--- config.mk ---
export PLATFORM = sky130hd
export DESIGN_NAME = pending_index_encoder
export DESIGN_NICKNAME = d
export VERILOG_FILES = /design/src/rtl/pending_index_encoder.sv
export SDC_FILE = /design/constraint.sdc
export NUM_CORES = 1
export LEC_CHECK = 0
export CORE_MARGIN = 1
export CORE_UTILIZATION = 50
export DETAILED_ROUTE_END_ITERATION = 8
export PLACE_DENSITY = 0.86
export SLEW_MARGIN = 20
export SYNTH_ARGS = -nofsm -noshare
export SYNTH_HDL_FRONTEND = slang
export SYNTH_SLANG_ARGS = --single-unit
--- constraint.sdc ---
create_clock -name clock -period 10.3 [get_ports clock]
set_input_delay 2.575 -clock clock [delete_from_list [all_inputs] [get_ports clock]]
set_output_delay 2.575 -clock clock [all_outputs]
set_load 0.02 [all_outputs]
--- src/rtl/pending_index_encoder.sv ---
`default_nettype none
// ============================================================================
// Module   : pending_index_encoder
// Brief    : Sticky 32-source pending register with a round-robin or
//            fixed-priority 5-bit index offered over a valid/ready handshake.
// Revision : 1.0
// ============================================================================
module pending_index_encoder #(
    parameter int N         = 32,
    parameter int W         = 5,
    parameter int PRIO_MODE = 0
) (
    input  logic         clock,
    input  logic         reset_n,
    input  logic [N-1:0] req,
    input  logic         clr_en,
    input  logic [W-1:0] clr_idx,
    output logic         out_valid,
    output logic [W-1:0] out_idx,
    input  logic         out_ready,
    output logic [N-1:0] pending,
    output logic [W:0]   pend_count,
    output logic         dup_req
);

    localparam logic [0:0] c_ST_IDLE  = 1'b0;
    localparam logic [0:0] c_ST_OFFER = 1'b1;

    logic [0:0]     r_state;
    logic [0:0]     w_state_nxt;
    logic [N-1:0]   r_pending;
    logic [W-1:0]   r_out_idx;
    logic [W-1:0]   r_rr_ptr;
    logic           r_dup_req;

    logic [N-1:0]   w_clr_mask;
    logic [N-1:0]   w_ack_mask;
    logic [N-1:0]   w_eligible;
    logic [W-1:0]   w_ptr;
    logic [2*N-1:0] w_dbl;
    logic [N-1:0]   w_scan;
    logic [W-1:0]   w_sel_off;
    logic [W-1:0]   w_sel_idx;
    logic           w_load;
    logic           w_accept;
    logic [W:0]     w_count;

    always_comb begin
        w_clr_mask = '0;
        w_ack_mask = '0;
        if (clr_en) w_clr_mask[clr_idx] = 1'b1;
        if (r_state == c_ST_OFFER && out_ready) w_ack_mask[r_out_idx] = 1'b1;
    end

    assign w_eligible = r_pending & ~w_clr_mask;

    // Rotating by the pointer turns round-robin into a lowest-bit search;
    // fixed priority is the same search with a zero pointer.
    assign w_ptr  = (PRIO_MODE == 0) ? r_rr_ptr : '0;
    assign w_dbl  = {w_eligible, w_eligible} >> w_ptr;
    assign w_scan = w_dbl[N-1:0];

    always_comb begin
        w_sel_off = '0;
        for (int i = N - 1; i >= 0; i--) begin
            if (w_scan[i]) w_sel_off = W'(i);
        end
    end

    assign w_sel_idx = w_sel_off + w_ptr;

    always_comb begin
        w_count = '0;
        for (int i = 0; i < N; i++) begin
            w_count = w_count + (W+1)'(r_pending[i]);
        end
    end

    always_comb begin
        w_state_nxt = r_state;
        w_load      = 1'b0;
        w_accept    = 1'b0;
        case (r_state)
            c_ST_IDLE: begin
                if (|w_eligible) begin
                    w_state_nxt = c_ST_OFFER;
                    w_load      = 1'b1;
                end
            end
            c_ST_OFFER: begin
                if (out_ready) begin
                    w_state_nxt = c_ST_IDLE;
                    w_accept    = 1'b1;
                end
            end
            default: w_state_nxt = c_ST_IDLE;
        endcase
    end

    always_ff @(posedge clock or negedge reset_n) begin
        if (!reset_n) begin
            r_state   <= c_ST_IDLE;
            r_pending <= '0;
            r_out_idx <= '0;
            r_rr_ptr  <= '0;
            r_dup_req <= 1'b0;
        end else begin
            r_state   <= w_state_nxt;
            // Set wins over clear and acknowledge on the same bit.
            r_pending <= (r_pending & ~w_clr_mask & ~w_ack_mask) | req;
            r_dup_req <= |(req & r_pending & ~w_clr_mask & ~w_ack_mask);
            if (w_load) r_out_idx <= w_sel_idx;
            if (w_accept && PRIO_MODE == 0) r_rr_ptr <= r_out_idx + W'(1);
        end
    end

    assign out_valid  = (r_state == c_ST_OFFER);
    assign out_idx    = r_out_idx;
    assign pending    = r_pending;
    assign pend_count = w_count;
    assign dup_req    = r_dup_req;

endmodule
`default_nettype wire

==> results.yml <==
outcome:
  outcome: "completed"
synthesis:
  ys_seq_area_share_pct: 20.05
  syn_nets: 620
  avgSynthCellArea_um2: 10.19
  synth-warning-count: 0
  async_flop_share_pct: 100.0
  synth.distinct_cells: 57
  synth_top_area_share_pct: 22.56
  synthCells: 539
  yosysTopAreaCell: "mux4_2"
  ys_top_cells_by_area: "mux4_2, dfrtp_1, fa_1"
  synth-seq-cells: 44
  synth_area_mm2: 0.005492
  ys.flop_type: "dfrtp_1"
  synth_edf_count: 0
cells_and_area:
  area_delta_synth_final_pct: 19.18
  n_antenna_cell: 0
  drive_gt1_share_pct: 19.21
  final_nets: 689
  fin_area_mm2: 0.006545
placed_design:
  placed_area_mm2: 0.006431
  hpwl_mm: 13.98
  portBuffers: 85
  gp_congestion: 1.046
clock_network:
  cts_buffers: 5
  htree_levels: 2
  clock-sinks: 44
  clockBufferDepth: 2
  clock-root-buffer: "clkbuf_8"
  ctsResizeCount: 0
  hold_buffers: 0
  clkTransAtPathRegs_ps: 90
  clk-insertion-delay-late_ps: 310
  cts_tree: "done"
  cts_setup_buffers: 0
critical_path:
  path_cells: "fa_1 -> inv_1 -> fa_1 -> fa_1 -> fa_1 -> fa_1 -> fa_1 -> inv_1 -> ha_1 -> inv_1 -> fa_1 -> inv_1 -> a21o_1 -> a21oi_1 -> xnor2_1 -> clkdlybuf4s50_1"
  path_delay_family: "adder cells"
  critPathMaxFanout: 3
  path_buf_inv: 5
  end_kind: "primary output"
  slowest_stage: "clkdlybuf4s50_1"
  required_ps: 7730
  arrival_ps: 5580
  path_class: "reg2out"
  start_kind: "register"
  cp_slowest_stage_delay_ps: 620
  cpMostUsedCell: "fa_1"
floorplan:
  chipWidth_um: 106.8
  io-pin-count: 86
  num_rows: 37
  die_area_mm2: 0.01141
  die_y_um: 106.8
  start_util_pct: 52.26
  core_mm2: 0.01051
routing:
  drtAntennaViolNets: 0
  routed_wl_mm: 17.33
  wl_met3_mm: 1.892
  highest_layer: "met4"
  routed-wl-met2_mm: 8.175
  drc_errors: 0
  wl_met1_mm: 6.452
  drtIter0Drc: 775
  vias: 5185
  wl_per_cell_um: 23.27
  via_per_inst: 6.960
  first_pass_iters: 8
sta:
  hold_violations: 0
  setup_viol: 0
  clock_skew_ps: 5.027
  finalMaxSlewViolations: 0
  fin_crit_ps: 8154
  slew-limit-headroom_pct: 38.93
  tns_ps: 0
  fin_crit_sh_pct: 79.16
  tightest_slew_ps: 906.5
  rsz0062_at_grt: "no"
  max_freq_ghz: 0.1226
global_routing:
  grt_max_degree: 45
  grt_pass1_vias: 5148
  antenna_found_initial: 0
  grt_usage_pct: 31.81
  grt.overflow.total: 0
  grt_first_pass_wirelength_mm: 27.79
power_and_ir_drop:
  vdd_ir_drop_max_mv: 0.2244
  power_density_mw_per_mm2: 198.5
  p_leak_nw: 2.464
hold_path:
  hp-class: "reg2reg"
job:
  timing.max_cap.violations: 0
==> logic make-up (layout without fill, tap and decap cells) <==
| group | count (synthesis) | after routing | share of synthesized area, % |
|---|---|---|---|
| flip-flops | 44 | 44 | 20.05 |
| XOR/XNOR | 10 | 10 | 1.595 |
| AND/OR/NAND/NOR | 123 | 123 | 13.49 |
| AO/OA/AOI/OAI | 151 | 151 | 17.48 |
| multiplexers | 91 | 91 | 29.23 |
| buffers and inverters | 80 | 150 | 5.628 |
| adder cells (fa/ha/maj) | 40 | 40 | 12.53 |
==> sequential cells by signal, summed over array words and instances, names as in the netlist <==
name,cells
pending,32
out_idx,5
r_rr_ptr,5
dup_req,1
out_valid,1
==> where the power goes <==
group          internal, mW  total [mW]  switching (mW)
Clock                0.0718       0.137          0.0654
Combinational         0.430       0.922           0.492
Sequential            0.195       0.239          0.0445
Total                 0.697        1.30           0.602
==> cells in the mapped netlist (all sizes together) (4+ instances only) <==
library cell and number:
mux2i 31, mux2 5, clkbuf 12, o21ai 44, or2 36, fa 25
nand2b 5, nand3 5, and3 6, nor4 6, nand2 17, nand4 11
a22oi 16, o21bai 4, a21boi 4, nor3 6, o22ai 17, mux4 55
nor2 13, xnor2 7, a21o 4, a21oi 43, inv 52, buf 16
ha 15, dfrtp 44
==> worst min-delay path: cells and delay by family, from the launching register on <==
kind / cells / cell delay (ps)
AND/OR/NAND/NOR: 1 / 50
AO/OA/AOI/OAI: 1 / 70
flip-flops: 1 / 370
==> layer usage <==
metal | global-route usage [%] | up-vias
met5 | 0 | -
met4 | 12.62 | 0
met3 | 7.295 | 81
met2 | 51.71 | 392
met1 | 41.30 | 2519
li1 | - | 2193
==> placed cells by master, fill, tap and decap left out, types with 4 or more instances in the layout <==
| master | netlist | layout |
|---|---|---|
| dfrtp_1 | 44 | 44 |
| nor2_1 | 13 | 13 |
| nor4_1 | 4 | 4 |
| inv_1 | 52 | 52 |
| ha_1 | 15 | 15 |
| a22oi_1 | 16 | 16 |
| nand4_1 | 11 | 11 |
| mux4_2 | 55 | 55 |
| nand3_1 | 5 | 5 |
| buf_4 | 0 | 6 |
| mux2i_1 | 31 | 31 |
| a21boi_0 | 4 | 4 |
| or2_2 | 33 | 33 |
| clkbuf_8 | 0 | 5 |
| clkdlybuf4s50_1 | 0 | 84 |
| nand2_1 | 17 | 17 |
| o22ai_1 | 17 | 17 |
| a21o_1 | 4 | 4 |
| xnor2_1 | 7 | 7 |
| nand2b_1 | 4 | 4 |
| o21bai_1 | 4 | 4 |
| o21ai_1 | 9 | 9 |
| fa_1 | 25 | 25 |
| nor3_1 | 6 | 6 |
| a21oi_1 | 43 | 43 |
| and3_1 | 6 | 6 |
| o21ai_0 | 31 | 31 |
| mux2_2 | 5 | 5 |
==> final timing paths <==
check | startpoint | endpoint | slack (ps) | cells after the start
max | pending[0] | pend_count[4] | 2150 | 16
min | r_rr_ptr[0] | r_rr_ptr[0] | 530 | 2
max reg2reg | r_rr_ptr[2] | out_idx[4] | 5440 | 16
min reg2reg | r_rr_ptr[0] | r_rr_ptr[0] | 530 | 2
max in group asynchronous | reset_n | pending[12] | 7640 | 1
min in group asynchronous | reset_n | r_rr_ptr[0] | 2250 | 1
==> area by class of cell <==
cell class,count,area (µm²)
clock buffer,5,68.82
clock inverter,3,42.54
fill,814,3964
inverter,52,195.2
multi-input combinational,415,4081
sequential,44,1101
tap,136,170.2
timing repair buffer,90,885.9
==> stage by stage <==
| step | hold WS (ps) | setup WS, ps | power, mW | instances | utilization, % |
|---|---|---|---|---|---|
| 2_1_floorplan | 569.7 | 3012 | 0.8672 | 539 | - |
| 3_3_place_gp | 471.9 | 2515 | 1.132 | 737 | 61.20 |
| 3_5_place_dp | 509.8 | 2502 | 1.157 | 737 | 61.20 |
| 4_1_cts | 529.1 | 2153 | 1.292 | 745 | 62.26 |
| 5_1_grt | 559.0 | 1961 | 1.377 | 745 | 62.28 |
| 6_report | 530.5 | 2146 | 1.299 | 745 | 62.28 |
Note: power is estimated with default switching activity, not from simulation.
